### config.mk
export PLATFORM = sky130hd
export DESIGN_NAME = pow_seq
export DESIGN_NICKNAME = d
export VERILOG_FILES = /design/src/rtl/pow_pkg.sv /design/src/rtl/pow_mul.sv /design/src/rtl/pow_seq.sv
export SDC_FILE = /design/constraint.sdc
export NUM_CORES = 1
export LEC_CHECK = 0
export CORE_MARGIN = 4
export CORE_UTILIZATION = 47
export CTS_BUF_LIST = sky130_fd_sc_hd__clkbuf_8
export DETAILED_ROUTE_END_ITERATION = 16
export SLEW_MARGIN = 30
export SYNTH_ARGS = -nofsm -noshare
export SYNTH_HDL_FRONTEND = slang
export SYNTH_SLANG_ARGS = --single-unit
### constraint.sdc
create_clock -name i_clk -period 7.5 [get_ports i_clk]
set_input_delay 1.875 -clock i_clk [delete_from_list [all_inputs] [get_ports i_clk]]
set_output_delay 1.875 -clock i_clk [all_outputs]
set_load 0.005 [all_outputs]
### src/rtl/pow_pkg.sv
// ---------------------------------------------------------------------------
// pow_pkg
// Shared definitions for the sequential power unit:
//   state_e     - control FSM state encoding (ST_IDLE, ST_CALC)
//   MODE_SHIFT  - MODE value selecting the single-cycle 2**EXP shift path
//   MODE_GEN    - MODE value selecting general BASE**EXP square-and-multiply
// ---------------------------------------------------------------------------
package pow_pkg;

    typedef enum logic {
        ST_IDLE = 1'b0,
        ST_CALC = 1'b1
    } state_e;

    localparam logic MODE_SHIFT = 1'b0;
    localparam logic MODE_GEN   = 1'b1;

endpackage : pow_pkg

### src/rtl/pow_mul.sv
// ---------------------------------------------------------------------------
// pow_mul
// Combinational unsigned WIDTH x WIDTH -> 2*WIDTH multiplier. The full
// product is kept so the caller can detect overflow from the high half.
// Ports:
//   i_a  in  WIDTH    multiplicand
//   i_b  in  WIDTH    multiplier
//   o_p  out 2*WIDTH  full product i_a * i_b
// ---------------------------------------------------------------------------
module pow_mul #(
    parameter int WIDTH = 16
) (
    input  logic [WIDTH-1:0]   i_a,
    input  logic [WIDTH-1:0]   i_b,
    output logic [2*WIDTH-1:0] o_p
);

    logic [2*WIDTH-1:0] w_a_ext;
    logic [2*WIDTH-1:0] w_b_ext;

    // Zero-extend both operands so the multiply is evaluated at full product width.
    always_comb begin
        w_a_ext = {{WIDTH{1'b0}}, i_a};
        w_b_ext = {{WIDTH{1'b0}}, i_b};
        o_p     = w_a_ext * w_b_ext;
    end

endmodule : pow_mul

### src/rtl/pow_seq.sv
// ---------------------------------------------------------------------------
// pow_seq
// Sequential integer power unit with a START/BUSY/DONE handshake.
//   MODE 0: 2**EXP in one cycle via a shift.
//   MODE 1: BASE**EXP via LSB-first square-and-multiply, one exponent bit
//           per cycle. Result is mod 2**WIDTH; OVF flags a true result that
//           does not fit in WIDTH bits.
// Ports:
//   i_clk    in   1       clock, rising edge
//   i_rst    in   1       asynchronous active-high reset
//   i_start  in   1       request, sampled only while not busy
//   i_mode   in   1       0 = 2**EXP, 1 = BASE**EXP
//   i_base   in   WIDTH   base operand (MODE 1), latched with START
//   i_exp    in   EXP_W   exponent, latched with START
//   o_busy   out  1       high while calculating
//   o_done   out  1       one-cycle pulse when o_out/o_ovf update
//   o_out    out  WIDTH   result, held until the next DONE
//   o_ovf    out  1       overflow flag, held with o_out
// ---------------------------------------------------------------------------
module pow_seq
    import pow_pkg::*;
#(
    parameter int WIDTH = 16,
    parameter int EXP_W = 7
) (
    input  logic             i_clk,
    input  logic             i_rst,
    input  logic             i_start,
    input  logic             i_mode,
    input  logic [WIDTH-1:0] i_base,
    input  logic [EXP_W-1:0] i_exp,
    output logic             o_busy,
    output logic             o_done,
    output logic [WIDTH-1:0] o_out,
    output logic             o_ovf
);

    state_e             r_state;
    logic [WIDTH-1:0]   r_acc;
    logic [WIDTH-1:0]   r_b;
    logic [EXP_W-1:0]   r_e;
    logic               r_ovf;
    logic               r_busy;
    logic               r_done;
    logic [WIDTH-1:0]   r_out;
    logic               r_out_ovf;

    logic [2*WIDTH-1:0] w_mul_p;
    logic [2*WIDTH-1:0] w_sq_p;
    logic [EXP_W-1:0]   w_e_next;
    logic [WIDTH-1:0]   w_acc_next;
    logic               w_ovf_next;
    logic               w_exp_big;
    logic [WIDTH-1:0]   w_shift_out;

    pow_mul #(.WIDTH(WIDTH)) u_mul_acc (
        .i_a (r_acc),
        .i_b (r_b),
        .o_p (w_mul_p)
    );

    pow_mul #(.WIDTH(WIDTH)) u_mul_sq (
        .i_a (r_b),
        .i_b (r_b),
        .o_p (w_sq_p)
    );

    // MODE 0 shift path: exponents of WIDTH or more shift the one out entirely.
    always_comb begin
        w_exp_big = (32'(i_exp) >= 32'(WIDTH));
        if (w_exp_big) begin
            w_shift_out = {WIDTH{1'b0}};
        end else begin
            w_shift_out = {{(WIDTH-1){1'b0}}, 1'b1} << i_exp;
        end
    end

    // Next-step values for one square-and-multiply iteration.
    always_comb begin
        w_e_next = {1'b0, r_e[EXP_W-1:1]};
        if (r_e[0]) begin
            w_acc_next = w_mul_p[WIDTH-1:0];
        end else begin
            w_acc_next = r_acc;
        end
        // The square only matters if another exponent bit will consume it.
        w_ovf_next = r_ovf
                   | (r_e[0] & (|w_mul_p[2*WIDTH-1:WIDTH]))
                   | ((|w_sq_p[2*WIDTH-1:WIDTH]) & (w_e_next != {EXP_W{1'b0}}));
    end

    // Control FSM with operand, accumulator and output registers.
    always_ff @(posedge i_clk or posedge i_rst) begin
        if (i_rst) begin
            r_state   <= ST_IDLE;
            r_acc     <= {WIDTH{1'b0}};
            r_b       <= {WIDTH{1'b0}};
            r_e       <= {EXP_W{1'b0}};
            r_ovf     <= 1'b0;
            r_busy    <= 1'b0;
            r_done    <= 1'b0;
            r_out     <= {WIDTH{1'b0}};
            r_out_ovf <= 1'b0;
        end else begin
            r_done <= 1'b0;
            case (r_state)
                ST_IDLE: begin
                    if (i_start) begin
                        case (i_mode)
                            MODE_SHIFT: begin
                                r_out     <= w_shift_out;
                                r_out_ovf <= w_exp_big;
                                r_done    <= 1'b1;
                            end
                            MODE_GEN: begin
                                if (i_exp == {EXP_W{1'b0}}) begin
                                    // Anything to the zero, including 0**0, is 1.
                                    r_out     <= {{(WIDTH-1){1'b0}}, 1'b1};
                                    r_out_ovf <= 1'b0;
                                    r_done    <= 1'b1;
                                end else begin
                                    r_acc   <= {{(WIDTH-1){1'b0}}, 1'b1};
                                    r_b     <= i_base;
                                    r_e     <= i_exp;
                                    r_ovf   <= 1'b0;
                                    r_busy  <= 1'b1;
                                    r_state <= ST_CALC;
                                end
                            end
                            default: begin
                                r_state <= ST_IDLE;
                            end
                        endcase
                    end
                end
                ST_CALC: begin
                    r_acc <= w_acc_next;
                    r_b   <= w_sq_p[WIDTH-1:0];
                    r_e   <= w_e_next;
                    r_ovf <= w_ovf_next;
                    if (w_e_next == {EXP_W{1'b0}}) begin
                        r_out     <= w_acc_next;
                        r_out_ovf <= w_ovf_next;
                        r_done    <= 1'b1;
                        r_busy    <= 1'b0;
                        r_state   <= ST_IDLE;
                    end
                end
                default: begin
                    r_state <= ST_IDLE;
                    r_busy  <= 1'b0;
                end
            endcase
        end
    end

    assign o_busy = r_busy;
    assign o_done = r_done;
    assign o_out  = r_out;
    assign o_ovf  = r_out_ovf;

endmodule : pow_seq

**Yosys cells after proc, flatten, opt, wreduce, memory -nomap -nowiden**

Cells that the tools add are included.

- Add/subtract/negate cells: 0
- Bitwise operators: 6
- Mux-type cells: 43
- Eq/ne operators: 5
- Reduce and logical (&&, ||, !) cells: 8
- $lt $le $gt $ge: 1
- Divide/modulo/power cells: 0
- Shift operators: 1
- Multipliers: 2

Operators by type and width:

| operator | number |
|---|---|
| 2-to-1 mux 16 bit | 11 |
| one-hot mux 16 bit (2 select lines) | 4 |
| multiplier 16 x 16 -> 32 bit | 2 |
| OR reduction 16 bit | 2 |
| 2-to-1 mux 7 bit | 3 |
| 2-to-1 mux 1 bit | 17 |
| left shift 1 x 7 -> 16 bit, first input constant | 1 |
| logical NOT 7 bit | 2 |
| one-hot mux 1 bit (2 select lines) | 7 |
| one-hot mux 7 bit (2 select lines) | 1 |
| >= comparator 7 x 5 -> 1 bit, second input constant | 1 |
| != test 2 bit, second input constant | 3 |
| AND reduction 3 bit | 2 |
| nonzero test 6 bit | 1 |
| AND reduction 4 bit | 1 |
| != test 3 bit, second input constant | 1 |
| bitwise AND 1 bit | 2 |
| != test 2 x 1 -> 1 bit, second input constant | 1 |
| NOT 1 bit | 2 |
| OR 1 bit | 2 |

- Latch bits: 0
- Register bits after elaboration: 60
- Memories: 0
- Bits in read-only memories: 0
- RAM bits: 0
- Word-level logic and storage cells: 75

**Depth between registers and ports, before layout**

Gate-level depths: netlist of run 1.

- Depth in word-level cells: 7
- Mapped depth: 27
- Mapped depth without buffers: 25

**Hierarchy**

Synthesis of run 1 repeated with hierarchy kept, for this count alone.

- Cell total of the unflattened synthesis: 2276
- Area, all modules: 20149.3 sq um

By module, submodules not included:

| module | instances | cells each | area an instance (sq um) | seq. area each (sq um) |
|---|---|---|---|---|
| pow_mul at u_mul_sq | 1 | 996 | 8585.7 | 0.0 |
| pow_mul at u_mul_acc | 1 | 985 | 8541.9 | 0.0 |
| pow_seq | 1 | 295 | 3021.6 | 1501.4 |

**Worst setup path before layout of run 1**

Ideal clock, no wire load.

- Path type: register -> register
- Start: register r_b[3]
- End: register r_ovf
- Path slack: 845 ps
- Setup time: 132 ps
- Clock period less this slack: 6655 ps
- Stages on the path, launching flop included: 24
- Required time: 7368 ps
- Arrival: 6522 ps
- Path buffers: 3
- Cells stage by stage: dfrtp_1 clkbuf_1 clkbuf_1 nand2_1 fa_1 fa_1 inv_1 fa_1 inv_1 fa_1 fa_1 fa_1 inv_1 ha_1 clkbuf_1 a21o_1 a221oi_1 o221ai_1 or3_1 a2111oi_2 and4_1 o311ai_1 o41ai_2 o21ai_1

- Longest elaborated chain between the ends: 6

RTL lines:

| element | RTL line | text |
|---|---|---|
| start: declaration | pow_seq.sv:40 | `logic [WIDTH-1:0] r_b;` |
| start signal: assignment | pow_seq.sv:97 | `r_b <= {WIDTH{1'b0}};` |
| start signal: assignment | pow_seq.sv:123 | `r_b <= i_base;` |
| start signal: assignment | pow_seq.sv:138 | `r_b <= w_sq_p[WIDTH-1:0];` |
| multiplier 16 x 16 -> 32 bit | pow_mul.sv:25 | `o_p = w_a_ext * w_b_ext;` |
| OR reduction 16 bit | pow_seq.sv:88 | `\| (r_e[0] & (\|w_mul_p[2*WIDTH-1:WIDTH]))` |
| bitwise AND 1 bit | pow_seq.sv:88 |  |
| OR 1 bit | pow_seq.sv:88 |  |
| OR 1 bit * | pow_seq.sv:89 | `\| ((\|w_sq_p[2*WIDTH-1:WIDTH]) & (w_e_next != {EXP_W{1'b0}}));` |
| one-hot mux 1 bit (2 select lines) * | pow_seq.sv:106 | `case (r_state)` |
| end signal: assignment | pow_seq.sv:140 | `r_ovf <= w_ovf_next;` |
| end: declaration | pow_seq.sv:42 | `logic r_ovf;` |

Every way passes the cells marked *; elsewhere a longest branch is shown, timed or not.
A chain may end at the register's enable or synchronous reset.

**Worst setup path after layout of run 1**

- Start: register r_b[12]
- End: register r_ovf

Same word-level chain as after synthesis.

==> run summary, run 1 <==
area growth from synthesis to layout: 6.95%
nature of the critical path startpoint: flip-flop
critical path data arrival time: 7.42 ns
synthesized-area fraction occupied by and/or/nand/nor cells: 16.2%
Detailed Place HPWL: 38400 um
flop and latch count out of synthesis: 60
worst setup path category: flip-flop to flip-flop
overall die width: 209 um
total clock sinks: 60
crit path capture type: flip-flop
clock skew: 0.0176 ns
buffer levels on the longest clock path: 2
Compound-Gate Fraction of Synth Area: 9.17%
count of endpoints failing hold in the final timing report: 0
tightest hold margin: 0.511 ns
WP data required: 7.71 ns
RSZ-0062 raised after global routing: false
Tightest Hold Check Type: flip-flop to flip-flop
post-route setup TNS: 0 ns
Critical R2R Capture: r_ovf
fraction of layout cells with a size suffix above 1: 4.86%
vias in the first global route: 15647
I/O pin count: 46
Total Routed Length: 47600 um
CTS H-tree lvls: 3
largest net degree at the start of global routing: 71
number of enable flip-flop cells after synthesis: 0
number of I/O port buffers: 45
initial antenna violation count: 0
largest family of logic cells by synthesized area: adder cells
TritonCTS clock tree: done
Vias: 14458
Overall Global Routing Usage: 22.7%
fill count: 3822
final clock period utilization by the worst path: 96.2%
Routed WL per cell: 17.7 um
R2R cell count: 21
Cell Rows: 73
library cell occupying the most area in the post-synthesis netlist: fa_1
number of buffers added to fix hold violations after cts: 0
post-route minimum period: 7.21 ns
number of detailed-routing iterations run before antenna repair: 5
Final Max Tran Viols: 0
master cell of the clock root buffer: clkbuf_8
largest fanout on the critical path: 14
mux cell area share after synthesis: 2.31%
last weighted congestion value of the routability-driven placer: 0.866
post-route ant nets: 0
setup fix buffers added after clock tree synthesis: 0
Clock Latency Late Sink: 0.36 ns
syn_nets: 2751
Placeable Area: 0.0398 mm2
top cells by area, synth: fa_1 38%, ha_1 13%, inv_1 9.0%, dfrtp_1 7.9%, and2_1 5.9%
Iter 0 DRT Violations: 753
count of cells along the worst hold path: 2
sequential-to-total area share from yosys stat: 7.91%
Synth Area in Adders: 51.0%
mean instance size in the synthesized netlist: 8.76 um2
fraction of synthesized cell area in xor and xnor cells: 2.12%
CTS clk-pin slew, worst paths: 0.10 ns
post-synth design cell area: 0.0190 mm2
setup slack of the worst register-to-register path: 0.29 ns
max-cap violations: 0
count leader, synth: inv_1
Finished Cell Area: 0.0203 mm2
fmax: 0.139 GHz
Worst slew margin: 39.3%
DIE AREA: 0.0437 mm2
origin of the worst min-delay path: r_e[1]
number of remaining DRC errors: 0
hold path endpoint: r_e[0]
DP Area: 0.0201 mm2
height of the die: 209 um
fraction of post-synthesis cell area in the top cell type by area: 38.0%
Tightest Pin Transition: 0.910 ns
gr ovfl total: 0
Initial Util: 47.7%
ranking of synthesized cells by instance count: 455 x inv_1, 360 x fa_1, 289 x nand2_1, 197 x ha_1, 180 x and2_1
global-route wire length before repair: 81200 um
net count reported at finish: 2741
commonest register cell after synthesis: dfrtp_1
Post-Synthesis Cells: 2167
distinct cell type count of the synthesized netlist: 75
FFs w/ async S/R, synth: 100%
number of endpoints failing setup at the final stage: 0
post-CTS resize count: 0
result of the run: completed
number of vias per cell: 5.38
total inserted antenna cells: 0
Worst R2R Start: r_b[12]
YS warnings: 0
CTS Buf Count: 9
[critical path, cell delays in order, from the launching register on]
cell and delay, ns:
dfrtp_1 0.75, nand2_1 0.23, fa_1 0.59, inv_1 0.06
fa_1 0.49, inv_1 0.05, fa_1 0.47, fa_1 0.57
fa_1 0.44, fa_1 0.49, inv_1 0.04, ha_1 0.36
a21oi_1 0.20, o21ai_1 0.12, a221oi_1 0.33, o221ai_1 0.18
or3_1 0.38, a2111oi_2 0.35, and4_1 0.27, o311ai_1 0.15
o41ai_2 0.43, o21ai_1 0.12
[how the worst max path moves through the flow]
stage          slack, ns  startpoint     to
2_1_floorplan       0.85      r_b[3]  r_ovf
3_3_place_gp        0.42      r_b[1]  r_ovf
3_5_place_dp        0.27      r_b[1]  r_ovf
4_1_cts             0.22      r_b[1]  r_ovf
5_1_grt             0.02     r_b[12]  r_ovf
6_report            0.29     r_b[12]  r_ovf
[final cells by class]
type | count | area, um2 | area share, %
multi-input combinational | 1542 | 15300 | 75.5
inverter | 455 | 1710 | 8.41
sequential | 60 | 1510 | 7.45
timing repair buffer | 89 | 893 | 4.40
tap | 525 | 657 | 3.24
clock buffer | 9 | 124 | 0.610
clock inverter | 7 | 75.1 | 0.370
[cell families (layout without fill, tap and decap cells)]
family,count (synthesis),in the layout
AOI/OAI and AO/OA,260,260
xor gates and xnor gates,46,46
adders and majority gates,557,557
and+or+nand+nor,637,637
muxes,42,42
DFF,60,60
buffers and inverters,565,560
[stage by stage]
step	std cells	worst slack (ns)	util, %
2_1_floorplan	2167	0.845	-
3_3_place_gp	2671	0.424	50.4
3_5_place_dp	2671	0.270	50.4
4_1_cts	2687	0.218	50.9
5_1_grt	2687	0.0210	51.0
6_report	2687	0.288	51.0
[cells in the final DEF (no fill, tap or decap), types with 9 or more instances in the layout]
cell type,instances
nor3_1,22
a21o_1,23
and2_1,180
mux2i_1,27
o21bai_1,11
ha_1,197
nand4_1,21
a21oi_1,66
nor2b_1,10
buf_4,35
o21ai_0,53
xnor2_1,32
mux2_2,15
inv_1,454
a31oi_1,15
clkbuf_8,9
xor2_1,14
clkdlybuf4s50_1,45
buf_12,9
fa_1,360
nor2_1,63
nand2_1,288
nand3_1,21
dfrtp_1,52
[registers in the layout (all words and copies together), names as in the netlist]
signal	cells
o_done	1
o_busy	1
o_out	16
r_e	7
r_ovf	1
r_b	16
r_acc	16
r_state	1
o_ovf	1
[metal layers]
metal | global-route usage, % | up-vias | share of wire (%)
met5 | 0 | - | 0
met4 | 3.71 | 0 | 1.5
met3 | 3.80 | 48 | 6.0
met2 | 36.2 | 366 | 46
met1 | 33.4 | 7343 | 46
li1 | - | 6701 | -
Power of run 1 is left out: the tool's default activity adds up to more than one toggle a clock period on the data nets, which glitch-free logic cannot reach.
==> run 2, diff against run 1 <==
--- a/config.mk
+++ b/config.mk
@@ -9,6 +9,7 @@
 export CORE_UTILIZATION = 47
 export CTS_BUF_LIST = sky130_fd_sc_hd__clkbuf_8
 export DETAILED_ROUTE_END_ITERATION = 16
+export REMOVE_ABC_BUFFERS = 1
 export SLEW_MARGIN = 30
 export SYNTH_ARGS = -nofsm -noshare
 export SYNTH_HDL_FRONTEND = slang
==> constraint.sdc (replaced) <==
create_clock -name i_clk -period 8 [get_ports i_clk]
set_input_delay 2 -clock i_clk [delete_from_list [all_inputs] [get_ports i_clk]]
set_output_delay 2 -clock i_clk [all_outputs]
set_load 0.005 [all_outputs]
==> run summary, run 2 (synthesized netlist as in run 1, its figures left out) <==
buffer levels on the longest clock path: 2 (unchanged)
Overall Global Routing Usage: 22.2% (was 22.7%)
worst setup path category: flip-flop to flip-flop (unchanged)
post-CTS resize count: 0 (unchanged)
number of I/O port buffers: 45 (unchanged)
largest fanout on the critical path: 24 (was 14)
fraction of layout cells with a size suffix above 1: 4.23% (was 4.86%)
CTS H-tree lvls: 3 (unchanged)
nature of the critical path startpoint: flip-flop (unchanged)
DIE AREA: 0.0437 mm2 (unchanged)
Clock Latency Late Sink: 0.36 ns (about the same)
master cell of the clock root buffer: clkbuf_8 (unchanged)
overall die width: 209 um (unchanged)
fill count: 3828 (was 3822)
Iter 0 DRT Violations: 718 (was 753)
clock skew: 0.0119 ns (was 0.0176 ns)
total clock sinks: 60 (unchanged)
net count reported at finish: 2731 (was 2741)
Vias: 14507 (was 14458)
global-route wire length before repair: 79100 um (was 81200 um)
last weighted congestion value of the routability-driven placer: 0.889 (was 0.866)
area growth from synthesis to layout: 6.01% (was 6.95%)
post-route minimum period: 7.57 ns (was 7.21 ns)
post-route ant nets: 0 (unchanged)
final clock period utilization by the worst path: 94.7% (was 96.2%)
Worst slew margin: 35.3% (was 39.3%)
TritonCTS clock tree: done (unchanged)
number of detailed-routing iterations run before antenna repair: 5 (unchanged)
setup fix buffers added after clock tree synthesis: 0 (unchanged)
number of endpoints failing setup at the final stage: 0 (unchanged)
Tightest Hold Check Type: flip-flop to flip-flop (unchanged)
CTS Buf Count: 9 (unchanged)
result of the run: completed (unchanged)
most frequent cells in the layout: 454 x inv_1, 360 x fa_1, 288 x nand2_1 (unchanged)
largest net degree at the start of global routing: 71 (unchanged)
fmax: 0.132 GHz (was 0.139 GHz)
critical path data arrival time: 7.80 ns (was 7.42 ns)
crit path capture type: flip-flop (unchanged)
height of the die: 209 um (unchanged)
Final Max Tran Viols: 0 (unchanged)
gr ovfl total: 0 (unchanged)
number of vias per cell: 5.42 (was 5.38)
commonest non-fill, non-tap cell in the layout: inv_1 (unchanged)
Placeable Area: 0.0398 mm2 (unchanged)
least setup slack across all paths after layout: 0.428 ns (was 0.288 ns)
number of remaining DRC errors: 0 (unchanged)
Total Routed Length: 46900 um (was 47600 um)
Setup WS pre-CTS: 0.346 ns (was 0.270 ns)
count of endpoints failing hold in the final timing report: 0 (unchanged)
CTS clk-pin slew, worst paths: 0.08 ns (was 0.10 ns)
max-cap violations: 0 (unchanged)
tightest hold margin: 0.497 ns (was 0.511 ns)
vias in the first global route: 15443 (was 15647)
RSZ-0062 raised after global routing: false (unchanged)
number of buffers added to fix hold violations after cts: 0 (unchanged)
post-route setup TNS: 0 ns (unchanged)
Detailed Place HPWL: 38200 um (was 38400 um)
total inserted antenna cells: 0 (unchanged)
Cell Rows: 73 (unchanged)
I/O pin count: 46 (unchanged)
initial antenna violation count: 2 (was 0)
Tightest Pin Transition: 0.970 ns (was 0.910 ns)
WP data required: 8.23 ns (was 7.71 ns)
Routed WL per cell: 17.5 um (was 17.7 um)
Initial Util: 47.7% (unchanged)
==> run 2: layout make-up <==
type | count | area, um2 | area share (%)
Clock buffer | 9 | 124 | 0.616
Tap cell | 525 | 657 | 3.26
Sequential cell | 60 | 1510 | 7.49
Clock inverter | 7 | 82.6 | 0.410
Timing Repair Buffer | 79 | 718 | 3.57
Multi-Input combinational cell | 1542 | 15300 | 76.2
Inverter | 455 | 1710 | 8.49
==> run 2: metal layers <==
layer	global-route usage (%)	share of wire [%]	up-vias
li1	-	-	6675
met1	30.1	42	7324
met2	38.0	49	420
met3	2.31	5.0	86
met4	6.57	3.4	2
met5	0	0.015	-
==> run 2: final timing paths <==
path                           end  cells after the start  slack, ns  startpoint
setup / recovery             r_ovf                     22       0.43      r_b[3]
setup reg to reg             r_ovf                     22       0.43      r_b[3]
hold / removal              o_busy                      1       0.50      o_busy
min in group asynchronous   r_b[7]                      3       2.21       i_rst
hold reg to reg             o_busy                      1       0.50      o_busy
max in group asynchronous  r_b[10]                      3       5.22       i_rst
==> run 2: critical path: stages (launching register included) <==
cell and delay (ns):
dfrtp_1 0.98, nand2_1 0.16, fa_1 0.50, fa_1 0.54, inv_1 0.05, fa_1 0.52, inv_1 0.06, fa_1 0.44
fa_1 0.43, fa_1 0.51, inv_1 0.04, ha_1 0.38, a21o_1 0.22, o21bai_1 0.21, a2111o_1 0.44, a211o_1 0.30
nand4_1 0.10, mux2_2 0.33, nor4_1 0.29, nand4_1 0.14, nor4_1 0.49, buf_4 0.22, o21ai_1 0.06
==> run 2: per-stage QoR <==
step	std cells	util, %	cell area (um2)
floorplan	2057	-	18500
global placement	2661	50.0	19900
detailed placement	2661	50.0	19900
CTS	2677	50.5	20100
global route	2677	50.5	20100
finish	2677	50.5	20100
Power of run 2 is left out for the same reason.
